File: config.mk
export PLATFORM = sky130hd
export DESIGN_NAME = div_seq
export DESIGN_NICKNAME = d
export VERILOG_FILES = /design/src/rtl/div_seq.sv
export SDC_FILE = /design/constraint.sdc
export NUM_CORES = 1
export LEC_CHECK = 0
export ABC_AREA = 1
export BUFFER_PORTS_ARGS = -buffer_cell sky130_fd_sc_hd__buf_2
export CAP_MARGIN = 25
export CORE_AREA = 2 2 133 199
export DETAILED_ROUTE_END_ITERATION = 16
export DIE_AREA = 0 0 135 201
export PLACE_DENSITY = 0.79
export RECOVER_POWER = 50
export SYNTH_ARGS = -nofsm -noshare
export SYNTH_HDL_FRONTEND = slang
export SYNTH_SLANG_ARGS = --single-unit
File: constraint.sdc
create_clock -name clk -period 4.9 [get_ports clk]
set_clock_uncertainty 0.2 [all_clocks]
set_input_delay 1.47 -clock clk [delete_from_list [all_inputs] [get_ports clk]]
set_output_delay 1.47 -clock clk [all_outputs]
set_load 0.01 [all_outputs]
File: src/rtl/div_seq.sv
// rtl/div_seq.sv - iterative radix-2 restoring divider for DIV/DIVU/REM/REMU
// One quotient bit per cycle over WIDTH steps; divide-by-zero, signed overflow and non-divide ops resolve at accept.
module div_seq #(
  parameter int WIDTH = 32
) (
  input  logic             clk,
  input  logic             reset,
  input  logic             flush,
  input  logic             req_valid,
  output logic             req_ready,
  input  logic [2:0]       funct3,
  input  logic [WIDTH-1:0] a,
  input  logic [WIDTH-1:0] b,
  output logic             resp_valid,
  input  logic             resp_ready,
  output logic [WIDTH-1:0] result,
  output logic             busy
);

  localparam int CW = $clog2(WIDTH);
  localparam logic [WIDTH-1:0] MIN_NEG = {1'b1, {(WIDTH-1){1'b0}}};
  localparam logic [CW-1:0] LAST_STEP = CW'(WIDTH - 1);

  typedef enum logic [1:0] {IDLE, CALC, DONE} state_e;

  state_e           state_q, state_d;
  logic [CW-1:0]    cnt_q;
  logic [WIDTH-1:0] rem_q, quot_q, dvsr_q, result_q;
  logic             is_rem_q, neg_quot_q, neg_rem_q;

  logic             accept, req_signed, req_rem, a_neg, b_neg;
  logic             not_div, div_zero, overflow, special;
  logic [WIDTH-1:0] a_mag, b_mag, special_res;
  logic [WIDTH:0]   rem_sh;
  logic             no_borrow;
  logic [WIDTH-1:0] rem_nx, quot_nx, quot_fix, rem_fix;

  // Request decode; funct3[0] clear selects the signed variants.
  always_comb begin
    accept      = req_valid && req_ready;
    req_signed  = ~funct3[0];
    req_rem     = funct3[1];
    a_neg       = req_signed & a[WIDTH-1];
    b_neg       = req_signed & b[WIDTH-1];
    a_mag       = a_neg ? -a : a;
    b_mag       = b_neg ? -b : b;
    not_div     = ~funct3[2];
    div_zero    = (b == '0);
    overflow    = req_signed && (a == MIN_NEG) && (b == '1);
    special     = not_div || div_zero || overflow;
    special_res = '0;
    if (!not_div) begin
      if (div_zero) special_res = req_rem ? a : '1;
      else          special_res = req_rem ? '0 : MIN_NEG;
    end
  end

  // Restoring step: remainder never reaches 2*divisor, so the low WIDTH bits of the difference are exact.
  always_comb begin
    rem_sh    = {rem_q, quot_q[WIDTH-1]};
    no_borrow = (rem_sh >= {1'b0, dvsr_q});
    rem_nx    = no_borrow ? (rem_sh[WIDTH-1:0] - dvsr_q) : rem_sh[WIDTH-1:0];
    quot_nx   = {quot_q[WIDTH-2:0], no_borrow};
    quot_fix  = neg_quot_q ? -quot_nx : quot_nx;
    rem_fix   = neg_rem_q ? -rem_nx : rem_nx;
  end

  always_ff @(posedge clk) begin
    if (reset) state_q <= IDLE;
    else       state_q <= state_d;
  end

  always_comb begin
    state_d = state_q;
    case (state_q)
      IDLE:    if (accept) state_d = special ? DONE : CALC;
      CALC:    if (cnt_q == LAST_STEP) state_d = DONE;
      DONE:    if (resp_valid && resp_ready) state_d = IDLE;
      default: state_d = IDLE;
    endcase
    if (flush) state_d = IDLE;
  end

  always_comb begin
    req_ready  = (state_q == IDLE) && !flush;
    resp_valid = (state_q == DONE);
    busy       = (state_q != IDLE);
    result     = result_q;
  end

  always_ff @(posedge clk) begin
    if (reset) begin
      cnt_q      <= '0;
      rem_q      <= '0;
      quot_q     <= '0;
      dvsr_q     <= '0;
      result_q   <= '0;
      is_rem_q   <= 1'b0;
      neg_quot_q <= 1'b0;
      neg_rem_q  <= 1'b0;
    end else if (flush) begin
      cnt_q <= '0;
    end else begin
      case (state_q)
        IDLE: begin
          if (accept) begin
            cnt_q      <= '0;
            rem_q      <= '0;
            quot_q     <= a_mag;
            dvsr_q     <= b_mag;
            is_rem_q   <= req_rem;
            neg_quot_q <= a_neg ^ b_neg;
            neg_rem_q  <= a_neg;
            if (special) result_q <= special_res;
          end
        end
        CALC: begin
          rem_q  <= rem_nx;
          quot_q <= quot_nx;
          if (cnt_q == LAST_STEP) begin
            cnt_q    <= '0;
            result_q <= is_rem_q ? rem_fix : quot_fix;
          end else begin
            cnt_q <= cnt_q + 1'b1;
          end
        end
        default: ;
      endcase
    end
  end

endmodule

==> results.cfg, run 1 <==
[logic_synthesis]
synth-edff-count = 0
ys.flop_type = dfxtp_1
syn_area_sq_um = 12500
yosysUniqueCellTypes = 51
ys_ff_latch = 138
synth_nets = 2295
postSynthCellCount = 2183
async_reset_ff_share_pct = 0
ys_warn_count = 0
yosysSeqAreaShare_pct = 22.1
syn_avg_cell_area_sq_um = 5.73

[die]
coreArea_sq_um = 25600
die_area_sq_um = 27100
die_w_um = 135
die-height_um = 201
start_util_pct = 48.9
pin_count = 107
rows = 72

[status]
failed_checks = max-capacitance violations, max-slew violations
outcome = complete, but fails checks

[detailed_routing]
drtIter0Drc = 1287
totalWireLength_um = 42900
drc = 0
drtPass1Iterations = 8
wl_per_cell_um = 16.5
num_vias = 14400
antenna_left = 0
viasPerCell = 5.55

[sta]
fin_crit_sh_pct = 90.6
fmax_ghz = 0.225
finalWorstPathRequiredPeriod_ps = 4440
finalHoldViolations = 0
final.setup.tns_ps = 0
slew_violations = 76
rsz0062_at_grt = false
slew_headroom_pct = -7.95
setup_viol = 0
tightest_slew_ps = 1620

[critical_path]
crit_type = flop to flop
cp.arrival_ps = 4620
worstRegToRegCells = 26
r2r_setup_slack_ps = 460
reg2reg_to = result[28]
cp_max_fo = 26
worst-path-buf-inv = 2
required_ps = 5080
cp_top_family = simple AND/OR/NAND/NOR gates
start_kind = flop
reg2reg_from = dvsr_q[20]
slowest_delay_ps = 410
worst_path_most_repeated_cell = nand2_1
slowest_stage = ha_1
worst_setup_path_end_kind = flop

[placement]
numPortBuffers = 106
gp_routability_congestion = 1.06
hpwl_um = 33500

[grt]
gr-usage-met3_pct = 3.41
grt.busiest_layer = met2
grt.total_usage_pct = 31.9
grt_pass1_wl_um = 68800
grt_util_met2_pct = 57.1
grt_pass1_vias = 13500
overflow = 0
grtUsageMet1_pct = 34.9
grt_max_degree = 76
antenna_found_initial = 0

[pwr]
switching_share_pct = 35.5
power_frac_clock_pct = 37.6
intPower_mw = 2.24
power.leakage_nw = 6.90
p_comb_share_pct = 27.5
pwr-share-seq_pct = 34.8
power_mw = 3.47
power_density_nw_per_um2 = 252
p_switching_mw = 1.23
vdd_drop_max_mv = 0.247

[clocking]
cts-htree-levels = 4
cts_sinks = 138
clkLatencyLatePin_ps = 450
postCtsHoldBufs = 0
cts-root-buf = clkbuf_16
clkSlewWorstSetupHoldPaths_ps = 60
cts_setup_buffers = 0
cts-buffers-inserted = 17
ctsResizeCount = 0
cts_tree = built
clockBufferDepth = 2

[cells_and_area]
drive_above_1_share_pct = 9.33
postLayoutCoreUtil_pct = 53.9
num-nets-final = 2361
n_antenna_cell = 0
fill_cells = 2705
area_delta_synth_final_pct = 10.3

[min_path]
min_from = cnt_q[3]
holdPathEnd = cnt_q[3]
hp-class = flop to flop
holdPathStages = 2

[run]
cap_violations = 1
==> synthesized netlist by cell type (3+ instances only) <==
cell | n | share of area (%)
dfxtp_1 | 138 | 22
buf_1 | 3 | 0.090
buf_2 | 12 | 0.48
a21oi_1 | 229 | 9.2
o221ai_1 | 25 | 1.8
o21ai_2 | 5 | 0.35
xnor2_1 | 14 | 0.98
ha_1 | 39 | 3.9
or2_2 | 8 | 0.40
o21ai_1 | 12 | 0.48
buf_6 | 4 | 0.36
o211ai_1 | 8 | 0.48
xor2_1 | 35 | 2.5
and2_1 | 5 | 0.25
o31ai_1 | 5 | 0.30
a31oi_1 | 4 | 0.20
buf_4 | 3 | 0.18
nand3_1 | 108 | 4.3
o22ai_1 | 6 | 0.30
o21ai_0 | 132 | 5.3
nor2_1 | 224 | 6.7
nor2_4 | 7 | 0.63
clkinv_1 | 4 | 0.12
nor4_1 | 7 | 0.35
inv_1 | 309 | 9.3
o21a_1 | 3 | 0.18
inv_2 | 8 | 0.24
nor3_2 | 5 | 0.40
nor3_1 | 38 | 1.5
nand3b_1 | 5 | 0.30
clkbuf_1 | 64 | 1.9
nand3_2 | 5 | 0.40
nor2_2 | 9 | 0.45
nand2_2 | 21 | 1.1
nand2_1 | 621 | 19
nand4_1 | 33 | 1.7
nand2_4 | 7 | 0.63
==> how the worst max path moves through the flow <==
stage               startpoint         end  depth (start not counted)
finish              dvsr_q[20]  result[28]                         26
global route              a[1]  result[17]                         19
CTS                 dvsr_q[20]  result[28]                         26
detailed placement        a[1]  result[19]                         19
global placement          a[1]  result[16]                         19
floorplan           dvsr_q[10]  result[28]                         28
==> layout make-up <==
cell class	count	area, sq um	area share (%)
Tap cell	333	417	3.02
Sequential cell	138	2760	20.0
Multi-Input combinational cell	1635	8130	58.9
Inverter	322	1210	8.78
Clock inverter	10	116	0.843
Clock buffer	21	460	3.34
Timing Repair Buffer	135	704	5.11
==> layout by cell type (no fill, tap or decap), drive strengths merged, types with 43 or more instances in the layout <==
master / instances
dfxtp: 138
nor2: 240
nor3: 43
nand3: 114
clkbuf: 61
a21oi: 231
inv: 320
o21ai: 149
buf: 95
nand2: 650
==> metal layers <==
layer | vias to the layer above | share of wire [%]
li1 | 7154 | -
met1 | 6549 | 38
met2 | 549 | 50
met3 | 134 | 4.8
met4 | 0 | 7.4
met5 | - | 0
==> stage by stage <==
step	instances	hold WS, ps	cell area, sq um	worst slack, ps
4_1_cts	2594	266	13900	549
2_1_floorplan	2183	239	12500	985
5_1_grt	2594	298	13800	139
3_3_place_gp	2563	249	13300	316
3_5_place_dp	2563	258	13300	171
6_report	2594	260	13800	462
==> flip-flops by register name (all words and copies together) (netlist names) <==
name	flops
neg_quot_q	1
state_q	2
quot_q	32
rem_q	32
result	32
dvsr_q	32
is_rem_q	1
neg_rem_q	1
cnt_q	5
==> tightest hold or removal path: cells and delay by family (launching register included) <==
| family | cells | cell delay (ps) |
|---|---|---|
| flip-flops | 1 | 310 |
| AND/OR/NAND/NOR | 1 | 60 |
| AO/OA/AOI/OAI | 1 | 50 |
==> cell families after synthesis <==
family	share of synthesized area [%]
xor gates and xnor gates	3.43
adders and majority gates	4.06
DFF	22.1
AOI/OAI and AO/OA	19.1
and+or+nand+nor	38.3
buffers and inverters	13.0
==> power groups by stage <==
stage	Combinational (mW)	Clock, mW	Sequential [mW]
after floorplan	0.648	0	1.23
after global placement	0.925	0	1.23
after detailed placement	0.938	0	1.23
after CTS	0.945	1.32	1.21
after global routing	1.06	1.35	1.21
final	0.957	1.31	1.21
(Power assumes the default switching activity.)
==> run 2: changes to the inputs <==
--- a/config.mk
+++ b/config.mk
@@ -5,12 +5,12 @@
 export SDC_FILE = /design/constraint.sdc
 export NUM_CORES = 1
 export LEC_CHECK = 0
-export ABC_AREA = 1
+export ABC_AREA = 0
 export BUFFER_PORTS_ARGS = -buffer_cell sky130_fd_sc_hd__buf_2
 export CAP_MARGIN = 25
-export CORE_AREA = 2 2 133 199
+export CORE_AREA = 2 2 127 191
 export DETAILED_ROUTE_END_ITERATION = 16
-export DIE_AREA = 0 0 135 201
+export DIE_AREA = 0 0 129 193
 export PLACE_DENSITY = 0.79
 export RECOVER_POWER = 50
 export SYNTH_ARGS = -nofsm -noshare
==> run 2 against run 1 <==
  * The run still ends with max-capacitance violations, max-slew violations left
  * Synthesized cell count is 26% lower
  * Clock power about the same
  * Routed wire length shrank 8.8%
  * Cell area down 5.4%
  * Hold slack is essentially flat
  * Total power shrank 2.2%
  * Critical endpoint is now result[31]
  * Largest cell class unchanged
  * Highest routed layer unchanged
==> results.cfg, run 2 <==
[status]
outcome = complete, but fails checks
failed_checks = max-capacitance violations, max-slew violations

[min_path]
holdPathEnd = dvsr_q[22]
hp-class = flop to flop
min_from = dvsr_q[22]
holdPathStages = 2

[logic_synthesis]
yosysSeqAreaShare_pct = 24.1
ys_ff_latch = 138
synth_top_cell_by_area = dfxtp_1
ys.flop_type = dfxtp_1
yosysTopAreaCellShare_pct = 24.1
synth_most_common_cell = nor2_1
syn_avg_cell_area_sq_um = 7.13
async_reset_ff_share_pct = 0
postSynthCellCount = 1607
synth-edff-count = 0
synth_area_leaders = dfxtp_1, nor2_1, a21oi_1
ys_warn_count = 0
yosysUniqueCellTypes = 88
syn_area_sq_um = 11500
ys_top_cells_by_count = nor2_1, dfxtp_1, a21oi_1, nand2_1, o21ai_0
synth_nets = 1719

[grt]
gr-usage-met3_pct = 4.83
grtUsageMet1_pct = 35.2
grt_pass1_wl_um = 62000
grt_max_degree = 77
grt_util_met2_pct = 54.1
grt.total_usage_pct = 31.5
grt_pass1_vias = 11900
overflow = 0
grt.busiest_layer = met2
antenna_found_initial = 0

[die]
rows = 69
die-height_um = 193
die_area_sq_um = 24900
pin_count = 107
die_w_um = 129
start_util_pct = 49.0
coreArea_sq_um = 23400

[detailed_routing]
viasPerCell = 6.29
num_vias = 12700
antenna_left = 0
drc = 0
wl_per_cell_um = 19.4
drtPass1Iterations = 8
drtIter0Drc = 1053
totalWireLength_um = 39100

[pwr]
vdd_drop_max_mv = 0.252
power.leakage_nw = 5.10
power_density_nw_per_um2 = 260

[cells_and_area]
area_delta_synth_final_pct = 14.0
fill_cells = 2256
finalInstanceArea_sq_um = 13100
mostFrequentLayoutCell = nor2_1
final-instance-count-excl-fill = 2019
seqCellArea_sq_um = 2760
drive_above_1_share_pct = 11.8
n_antenna_cell = 0
num-nets-final = 1800
layout_common_cells = nor2_1, dfxtp_1, a21oi_1, nand2_1, o21ai_0
multi_input_area_sq_um = 8090

[critical_path]
r2r_setup_slack_ps = 200
cp_max_fo = 4
reg2reg_from = dvsr_q[4]
worstRegToRegCells = 14
worst_setup_path_end_kind = flop
reg2reg_to = result[31]
cp.arrival_ps = 4850
required_ps = 5050
start_kind = flop
crit_type = flop to flop

[clocking]
cts-htree-levels = 4
cts-root-buf = clkbuf_16
cts_tree = built
cts_sinks = 138
clkLatencyLatePin_ps = 440
clockBufferDepth = 2
clkSlewWorstSetupHoldPaths_ps = 60
cts-buffers-inserted = 17

[sta]
finalHoldViolations = 0
setup_viol = 0
fin_crit_sh_pct = 95.9
fin_ws_ps = 202
slew_violations = 73
hold_ws_ps = 260
fmax_ghz = 0.213
tightest_slew_ps = 1680
finalWorstPathRequiredPeriod_ps = 4700
slew_headroom_pct = -11.7
rsz0062_at_grt = false
final.setup.tns_ps = 0

[run]
cap_violations = 2

[placement]
hpwl_um = 29800
pre_cts_slack_ps = 158
post_dp_cell_area_sq_um = 12500
gp_routability_congestion = 0.998
numPortBuffers = 106
dp.cells = 1986
[run 2: cell types whose count changed after synthesis, moves of 24 or more]
cell | before | now
o221ai_1 | 25 | 1
a211oi_1 | 0 | 73
nor2_1 | 224 | 260
inv_1 | 309 | 55
xnor2_1 | 14 | 49
nand2_1 | 621 | 126
a21oi_1 | 229 | 127
or3_1 | 0 | 24
xor2_1 | 35 | 68
o21ai_0 | 132 | 103
nand3_1 | 108 | 28
[run 2: what timing repair did]
action | 4_1_cts | 5_1_grt
resized for setup | 0 | 4
setup buffers | 0 | 0
hold buffers | 0 | 0
setup endpoints to repair | 0 | 6
[run 2: area by class of cell]
type | count | area share (%)
multi-input combinational | 1306 | 62.0
sequential | 138 | 21.2
timing repair buffer | 168 | 7.66
clock buffer | 23 | 3.58
tap | 319 | 3.06
inverter | 57 | 1.68
clock inverter | 8 | 0.910
[run 2: worst max-delay path: stages (launching register included)]
cell and delay (ps):
dfxtp_1 330, inv_1 110, ha_1 270, buf_4 170, a21oi_1 360, o21ai_1 210, a211oi_1 420, xnor2_1 180
a21oi_1 270, or4b_1 580, o31a_1 370, or3_1 390, nor4_4 170, mux2_2 360, nor4_1 230
[run 2: how the worst max path moves through the flow]
stage,start,to,slack [ps]
finish,dvsr_q[4],result[31],200
global route,dvsr_q[1],result[30],20
CTS,rem_q[7],result[18],200
detailed placement,a[20],result[24],160
global placement,a[20],result[24],230
floorplan,dvsr_q[7],result[24],5
[run 2: power breakdown]
group | internal, mW | switching [mW]
Clock | 0.821 | 0.499
Sequential | 1.17 | 0.0456
Combinational | 0.311 | 0.548
Total | 2.30 | 1.09
[run 2: logic make-up after synthesis]
logic type	share of synthesized area, %
xor gates and xnor gates	8.94
adders and majority gates	4.43
and+or+nand+nor	25.9
buffers and inverters	5.65
DFF	24.1
AOI/OAI and AO/OA	29.2
muxes	1.85
[run 2: metrics by stage]
step	utilization, %	power (mW)
6_report	55.8	3.40
5_1_grt	55.8	3.52
4_1_cts	55.8	3.37
3_5_place_dp	53.3	2.07
3_3_place_gp	53.3	2.06
2_1_floorplan	-	1.79
[run 2: layer usage]
layer  vias to the layer above  part of all wire, %
met5                         -                    0
met4                         0                  7.8
met3                       176                  6.3
met2                       576                   49
met1                      5916                   37
li1                       6022                    -
